$ cat src/rtl/jh_fdtd_boundary_sequencer_if.sv
// Host/PE-array side bundle of the FDTD boundary sequencer: run control in,
// sweep/write addressing and status out.
interface jh_fdtd_boundary_sequencer_if #(
    parameter int STEP_W = 16
);
    logic              start;
    logic [STEP_W-1:0] num_steps;
    logic              abort;
    logic              busy;
    logic              done;
    logic              aborted;
    logic              computing_on;
    logic [6:0]        n_addr;
    logic [6:0]        Vn1_addr;
    logic              starting_write;
    logic              finishing_fdtd;
    logic [STEP_W-1:0] step_idx;

    modport master (
        output start, num_steps, abort,
        input  busy, done, aborted, computing_on, n_addr, Vn1_addr,
               starting_write, finishing_fdtd, step_idx
    );

    modport slave (
        input  start, num_steps, abort,
        output busy, done, aborted, computing_on, n_addr, Vn1_addr,
               starting_write, finishing_fdtd, step_idx
    );
endinterface

$ cat src/rtl/jh_fdtd_boundary_sequencer.sv
// Compute-phase controller for one boundary PE: sweeps node read addresses per
// time step and replays them PIPE_LAT cycles later as the write stream.
module jh_fdtd_boundary_sequencer #(
    parameter int NODES    = 108,
    parameter int PIPE_LAT = 3,
    parameter int STEP_W   = 16
) (
    input logic clk,
    input logic rst,
    jh_fdtd_boundary_sequencer_if.slave bus
);
    localparam int AW = 7;
    localparam int DW = (PIPE_LAT > 1) ? $clog2(PIPE_LAT) : 1;
    localparam logic [AW-1:0] LAST_ADDR  = AW'(NODES - 1);
    localparam logic [DW-1:0] DRAIN_LAST = DW'(PIPE_LAT - 1);

    typedef enum logic [2:0] {
        ST_IDLE   = 3'd0,
        ST_SWEEP  = 3'd1,
        ST_DRAIN  = 3'd2,
        ST_GAP    = 3'd3,
        ST_FINISH = 3'd4,
        ST_DONE   = 3'd5
    } state_t;

    state_t            state_r;
    state_t            state_s;
    logic [STEP_W-1:0] steps_r;
    logic [STEP_W-1:0] step_idx_r;
    logic [AW-1:0]     n_addr_r;
    logic [DW-1:0]     drain_cnt_r;
    logic              busy_r;
    logic              done_r;
    logic              aborted_r;
    logic              computing_on_r;
    logic              finishing_r;

    logic [PIPE_LAT-1:0] pipe_v_r;
    logic [AW-1:0]       pipe_a_r [PIPE_LAT];
    logic [PIPE_LAT-1:0] stage_v_s;
    logic [AW-1:0]       stage_a_s [PIPE_LAT];

    logic start_ok_s;
    logic abort_ok_s;
    logic more_steps_s;
    logic sweep_last_s;
    logic drain_last_s;

    // Next-state decode and run-control qualifiers.
    always_comb begin
        start_ok_s   = (state_r == ST_IDLE) && bus.start;
        abort_ok_s   = bus.abort && (state_r inside {ST_SWEEP, ST_DRAIN, ST_GAP});
        more_steps_s = ({1'b0, step_idx_r} + {{STEP_W{1'b0}}, 1'b1}) < {1'b0, steps_r};
        sweep_last_s = (n_addr_r == LAST_ADDR);
        drain_last_s = (drain_cnt_r == DRAIN_LAST);
        state_s      = state_r;
        case (state_r)
            ST_IDLE: begin
                if (start_ok_s) begin
                    state_s = (bus.num_steps == {STEP_W{1'b0}}) ? ST_DONE : ST_SWEEP;
                end else begin
                    state_s = ST_IDLE;
                end
            end
            ST_SWEEP: begin
                if (abort_ok_s) begin
                    state_s = ST_FINISH;
                end else if (sweep_last_s) begin
                    state_s = ST_DRAIN;
                end else begin
                    state_s = ST_SWEEP;
                end
            end
            ST_DRAIN: begin
                if (abort_ok_s) begin
                    state_s = ST_FINISH;
                end else if (drain_last_s) begin
                    state_s = more_steps_s ? ST_GAP : ST_FINISH;
                end else begin
                    state_s = ST_DRAIN;
                end
            end
            ST_GAP: begin
                if (abort_ok_s) begin
                    state_s = ST_FINISH;
                end else begin
                    state_s = ST_SWEEP;
                end
            end
            ST_FINISH: state_s = ST_DONE;
            ST_DONE:   state_s = ST_IDLE;
            default:   state_s = ST_IDLE;
        endcase
    end

    // State register.
    always_ff @(posedge clk) begin
        if (rst) begin
            state_r <= ST_IDLE;
        end else begin
            state_r <= state_s;
        end
    end

    // Counters and status outputs, registered from the next state so they line up with it.
    always_ff @(posedge clk) begin
        if (rst) begin
            steps_r        <= {STEP_W{1'b0}};
            step_idx_r     <= {STEP_W{1'b0}};
            n_addr_r       <= {AW{1'b0}};
            drain_cnt_r    <= {DW{1'b0}};
            busy_r         <= 1'b0;
            done_r         <= 1'b0;
            aborted_r      <= 1'b0;
            computing_on_r <= 1'b0;
            finishing_r    <= 1'b0;
        end else begin
            if (start_ok_s) begin
                steps_r    <= bus.num_steps;
                step_idx_r <= {STEP_W{1'b0}};
                aborted_r  <= 1'b0;
            end else begin
                if (abort_ok_s) begin
                    aborted_r <= 1'b1;
                end
                if ((state_r == ST_GAP) && (state_s == ST_SWEEP) && more_steps_s) begin
                    step_idx_r <= step_idx_r + STEP_W'(1'b1);
                end
            end

            if ((state_r == ST_SWEEP) && (state_s == ST_SWEEP)) begin
                n_addr_r <= n_addr_r + 7'd1;
            end else if ((state_s == ST_SWEEP) || (state_s == ST_GAP)) begin
                n_addr_r <= {AW{1'b0}};
            end else begin
                n_addr_r <= n_addr_r;
            end

            if ((state_r == ST_DRAIN) && (state_s == ST_DRAIN)) begin
                drain_cnt_r <= drain_cnt_r + DW'(1'b1);
            end else begin
                drain_cnt_r <= {DW{1'b0}};
            end

            busy_r         <= (state_s != ST_IDLE);
            done_r         <= (state_s == ST_DONE);
            computing_on_r <= (state_s inside {ST_SWEEP, ST_DRAIN, ST_GAP, ST_FINISH});
            finishing_r    <= (state_s == ST_FINISH);
        end
    end

    // Stage inputs of the write delay line: a new valid enters on every sweep cycle.
    always_comb begin
        stage_v_s[0] = (state_r == ST_SWEEP);
        stage_a_s[0] = n_addr_r;
        for (int i = 1; i < PIPE_LAT; i++) begin
            stage_v_s[i] = pipe_v_r[i-1];
            stage_a_s[i] = pipe_a_r[i-1];
        end
    end

    // Delay line; an address stage only loads with a valid so the tail holds the last write address.
    always_ff @(posedge clk) begin
        if (rst) begin
            pipe_v_r <= {PIPE_LAT{1'b0}};
            for (int i = 0; i < PIPE_LAT; i++) begin
                pipe_a_r[i] <= {AW{1'b0}};
            end
        end else if (abort_ok_s) begin
            pipe_v_r <= {PIPE_LAT{1'b0}};
        end else begin
            pipe_v_r <= stage_v_s;
            for (int i = 0; i < PIPE_LAT; i++) begin
                if (stage_v_s[i]) begin
                    pipe_a_r[i] <= stage_a_s[i];
                end else begin
                    pipe_a_r[i] <= pipe_a_r[i];
                end
            end
        end
    end

    assign bus.busy           = busy_r;
    assign bus.done           = done_r;
    assign bus.aborted        = aborted_r;
    assign bus.computing_on   = computing_on_r;
    assign bus.n_addr         = n_addr_r;
    assign bus.Vn1_addr       = pipe_a_r[PIPE_LAT-1];
    assign bus.starting_write = pipe_v_r[PIPE_LAT-1];
    assign bus.finishing_fdtd = finishing_r;
    assign bus.step_idx       = step_idx_r;
endmodule

$ cat src/flat_wrapper.sv
// flat-port wrapper written by rule: the top's interface ports become plain ports
module jh_fdtd_boundary_sequencer_flat 
#(
    parameter int NODES    = 108,
    parameter int PIPE_LAT = 3,
    parameter int STEP_W   = 16
)
  (clk, rst, bus_start, bus_num_steps, bus_abort, bus_busy, bus_done, bus_aborted, bus_computing_on, bus_n_addr, bus_Vn1_addr, bus_starting_write, bus_finishing_fdtd, bus_step_idx);
  jh_fdtd_boundary_sequencer_if #(.STEP_W(STEP_W)) bus_i ();
  input logic clk;
  input logic rst;
  input wire logic [$bits(bus_i.start)-1:0] bus_start;
  input wire logic [$bits(bus_i.num_steps)-1:0] bus_num_steps;
  input wire logic [$bits(bus_i.abort)-1:0] bus_abort;
  output wire logic [$bits(bus_i.busy)-1:0] bus_busy;
  output wire logic [$bits(bus_i.done)-1:0] bus_done;
  output wire logic [$bits(bus_i.aborted)-1:0] bus_aborted;
  output wire logic [$bits(bus_i.computing_on)-1:0] bus_computing_on;
  output wire logic [$bits(bus_i.n_addr)-1:0] bus_n_addr;
  output wire logic [$bits(bus_i.Vn1_addr)-1:0] bus_Vn1_addr;
  output wire logic [$bits(bus_i.starting_write)-1:0] bus_starting_write;
  output wire logic [$bits(bus_i.finishing_fdtd)-1:0] bus_finishing_fdtd;
  output wire logic [$bits(bus_i.step_idx)-1:0] bus_step_idx;
  assign bus_i.start = bus_start;
  assign bus_i.num_steps = bus_num_steps;
  assign bus_i.abort = bus_abort;
  assign bus_busy = bus_i.busy;
  assign bus_done = bus_i.done;
  assign bus_aborted = bus_i.aborted;
  assign bus_computing_on = bus_i.computing_on;
  assign bus_n_addr = bus_i.n_addr;
  assign bus_Vn1_addr = bus_i.Vn1_addr;
  assign bus_starting_write = bus_i.starting_write;
  assign bus_finishing_fdtd = bus_i.finishing_fdtd;
  assign bus_step_idx = bus_i.step_idx;
  jh_fdtd_boundary_sequencer #(.NODES(NODES), .PIPE_LAT(PIPE_LAT), .STEP_W(STEP_W)) u_core (.clk(clk), .rst(rst), .bus(bus_i));
endmodule
$ cat config.mk
export PLATFORM = sky130hd
export DESIGN_NAME = jh_fdtd_boundary_sequencer_flat
export DESIGN_NICKNAME = d
export VERILOG_FILES = /design/src/rtl/jh_fdtd_boundary_sequencer_if.sv /design/src/rtl/jh_fdtd_boundary_sequencer.sv /design/src/flat_wrapper.sv
export SDC_FILE = /design/constraint.sdc
export NUM_CORES = 1
export LEC_CHECK = 0
export BUFFER_PORTS_ARGS = -buffer_cell sky130_fd_sc_hd__clkbuf_2
export CAP_MARGIN = 0
export CORE_MARGIN = 2
export CORE_UTILIZATION = 55
export CTS_CLUSTER_SIZE = 16
export DETAILED_ROUTE_END_ITERATION = 8
export GPL_ROUTABILITY_DRIVEN = 0
export PLACE_DENSITY_LB_ADDON = 0.1
export SYNTH_ARGS = -nofsm -noshare
export SYNTH_HDL_FRONTEND = slang
export SYNTH_SLANG_ARGS = --single-unit
$ cat constraint.sdc
create_clock -name clk -period 4 [get_ports clk]
set_clock_uncertainty 0.1 [all_clocks]
set_input_delay 0 -clock clk [delete_from_list [all_inputs] [get_ports clk]]
set_output_delay 0 -clock clk [all_outputs]
set_load 0.02 [all_outputs]
==> summary.md <==
| Metric | Value |
|---|---|
| Hold Path End | u_core.bus.busy$_SDFF_PP0_ |
| Synth cell types | 49 |
| Min cycle time layout | 3.66 ns |
| Pwr dens | 360 mW/mm2 |
| Final hold violation count | 0 |
| Max Cap Viol | 0 |
| Hold WC Path Type | in -> reg |
| Worst skew pair latency | 0.36 ns |
| Worst Path Arrival | 3.77 ns |
| HPWL Detailed | 5320 um |
| R2R Setup Slk | 0.34 ns |
| Max Fclk | 0.274 GHz |
| Initial DRC count | 101 |
| WS Path Type | reg -> reg |
| FF-to-FF End | u_core.bus.n_addr[6]$_SDFFE_PP0P_ |
| H-tree levels | 3 |
| Netlist Area Pre-Place | 0.00368 mm2 |
| Hold path start | bus_start |
| Vias in the first global route | 2,790 |
| Final Max Tran Viols | 0 |
| Final wirelength | 7510 um |
| Top cells by area, synth | dfxtp_1 (28%), edfxtp_1 (17%), ha_1 (6.1%) |
| Diode count | 0 |
| Die H | 85.9 um |
| Clk slew on worst S/H paths | 0.08 ns |
| Largest net degree at the start of global routing | 39 |
| Post-CTS Setup Inserts | 0 |
| Via count | 2,966 |
| VDD IR max | 217 uV |
| EDFF count, synth | 21 |
| Register area share after synthesis | 45.4% |
| GRT overflow | 0 |
| CTS tree | built |
| Hold Path Depth | 4 |
| Syn. warnings | 0 |
| Fraction of final layout cells sized beyond drive strength 1 | 22.9% |
| Root Driver | clkbuf_8 |
| I/O pin cnt | 56 |
| Most frequent cells in the layout | clkbuf_2 (55), dfxtp_1 (52), nand2_1 (49) |
| Async set-reset flop share out of synthesis | 0% |
| Crit path max fanout | 13 |
| Fin crit share | 91.4% |
| Worst slew pin tran | 0.952 ns |
| RSZ-0062 raised after global routing | false |
| Total CTS buffers | 9 |
| Die area | 0.00737 mm2 |
| Most common cell after layout, fill and taps aside | clkbuf_2 |
| Worst r2r src | u_core.bus.step_idx[3]$_SDFFE_PP0P_ |
| P&R area growth vs syn | 18.9% |
| WL/cell | 13.9 um |
| Residual DRC | 6 |
| Die width | 85.9 um |
| Critical path capture point type | register |
| Clock net sink count | 73 |
| R2R cell count | 14 |
| First-pass GRT wire length | 12,900 um |
| Vias/cell | 5.49 |
| Data required, critical path | 4.11 ns |
| Failing checks | design-rule violations |
| Nets | 496 |
| Syn_area_per_cell | 9.47 um2 |
| Initial Util | 57.4% |
| Cell leakage power | 0.00182 uW |
| Ys flop type | dfxtp_1 |
| Syn Inst Count | 389 |
| Final TNS setup | 0 ns |
| Final setup viols | 0 |
| Core Area | 0.00642 mm2 |
| Worst setup SP type | register |
| Iteration count of the initial detailed-routing pass | 9 |
| Synth Net Count | 427 |
| Final hold slack | 0.116 ns |
| I/O Buffers | 55 |
| Area leader, netlist | dfxtp_1 |
| #FFs+latches synth | 73 |
| Max Root-Sink Buffers | 2 |
| Overall routing resource usage | 22.5% |
| Post-synth top area share | 28.3% |
| Initial antenna violation count | 0 |
| Status | finished, violations left |
| Rows | 29 |
| Antenna-violating nets left | 0 |
| Slew headroom | 36.3% |
-- cell usage after synthesis, types with 2 or more instances --
cell type,n
nand3_1,14
nor4b_2,2
nor3_2,2
buf_2,2
xor2_1,7
nor4_1,11
nor3_1,3
a311oi_2,6
a21oi_1,30
nand2b_1,5
ha_1,18
dfxtp_1,52
or2_2,3
nand2_1,49
o21ai_1,2
nor2_1,32
and4_1,2
inv_1,18
a31o_2,7
nor2b_1,3
and3_1,7
a41oi_1,2
a21o_1,5
and2_1,26
nand4_1,2
buf_6,3
edfxtp_1,21
clkbuf_1,10
or3_1,4
xnor2_1,15
mux2i_1,2
buf_1,2
o21ai_0,6
-- registers in the layout, indices dropped and copies added, names as in the netlist --
signal and cells:
u_core.bus.aborted 1, u_core.bus.busy 1, u_core.bus.computing_on 1, u_core.bus.done 1
u_core.bus.finishing_fdtd 1, u_core.bus.n_addr 7, u_core.bus.step_idx 16, u_core.drain_cnt_r 2
u_core.pipe_a_r 21, u_core.pipe_v_r 3, u_core.state_r 3, u_core.steps_r 16
-- power breakdown --
part           switching [uW]  total (uW)  internal [uW]  leakage [uW]
registers                12.4         802            790      0.000640
clock network             310         612            302      0.000108
logic                     100         164           63.4       0.00107
total                     423        1580           1150       0.00182
-- worst max-delay path: stages, from the launching register on --
cell	delay, ns
dfxtp_1	0.44
nand2_1	0.12
nor2_2	0.24
nand3_1	0.19
nor2_2	0.22
nand3_1	0.15
xnor2_1	0.16
ha_1	0.28
and3_1	0.20
a221oi_1	0.25
o21ai_1	0.13
a31o_4	0.29
nor4b_2	0.38
o21a_4	0.24
a311oi_2	0.10
-- metal layers --
layer	vias up	GRT usage [%]	part of all wire [%]
met5	-	0	0
met2	86	33.7	45
li1	1503	-	-
met3	15	4.91	4.6
met4	0	10.7	2.3
met1	1362	31.0	48
-- logic make-up (layout without fill, tap and decap cells) --
logic type	Yosys count	after routing	synth area share [%]
xor gates and xnor gates	22	22	5.23
muxes	2	2	0.543
adders and majority gates	18	18	6.11
AOI/OAI and AO/OA	67	67	13.7
and+or+nand+nor	171	171	24.7
buffers and inverters	36	110	4.45
DFF	73	73	45.4
-- cell type report --
type / instances / area (um2)
Tap cell: 77 / 96.3
Multi-Input combinational cell: 280 / 1860
Inverter: 18 / 67.6
Timing Repair Buffer: 76 / 475
Clock buffer: 9 / 124
Sequential cell: 73 / 1670
Clock inverter: 7 / 87.6
Fill cell: 514 / 2040
-- how the worst max path moves through the flow --
stage / startpoint / end / depth (start not counted)
after floorplan: u_core.bus.step_idx[0]$_SDFFE_PP0P_ / u_core.bus.n_addr[3]$_SDFFE_PP0P_ / 16
after global placement: u_core.bus.step_idx[4]$_SDFFE_PP0P_ / u_core.bus.n_addr[4]$_SDFFE_PP0P_ / 14
after detailed placement: u_core.bus.step_idx[0]$_SDFFE_PP0P_ / u_core.bus.n_addr[5]$_SDFFE_PP0P_ / 14
after CTS: u_core.bus.step_idx[3]$_SDFFE_PP0P_ / u_core.bus.n_addr[5]$_SDFFE_PP0P_ / 14
after global routing: u_core.bus.step_idx[0]$_SDFFE_PP0P_ / u_core.bus.step_idx[15]$_SDFFE_PP0P_ / 14
final: u_core.bus.step_idx[3]$_SDFFE_PP0P_ / u_core.bus.n_addr[6]$_SDFFE_PP0P_ / 14
-- per-stage QoR --
stage          area, um2  total power, uW  utilization (%)  cells  setup slack (ns)
6_report            4380             1580             68.2    540             0.344
3_5_place_dp        3990              968             62.1    507             0.255
3_3_place_gp        3990              964             62.1    507             0.386
5_1_grt             4380             1640             68.2    540            0.0497
4_1_cts             4370             1590             68.1    540             0.236
2_1_floorplan       3680              925                -    389             0.402
-- what timing repair did --
item	4_1_cts	5_1_grt
endpoints found under the setup margin	0	10
resized for setup	0	2
hold buffers	17	0
hold endpoints to repair	19	0
Note: power is estimated with default switching activity, not from simulation.
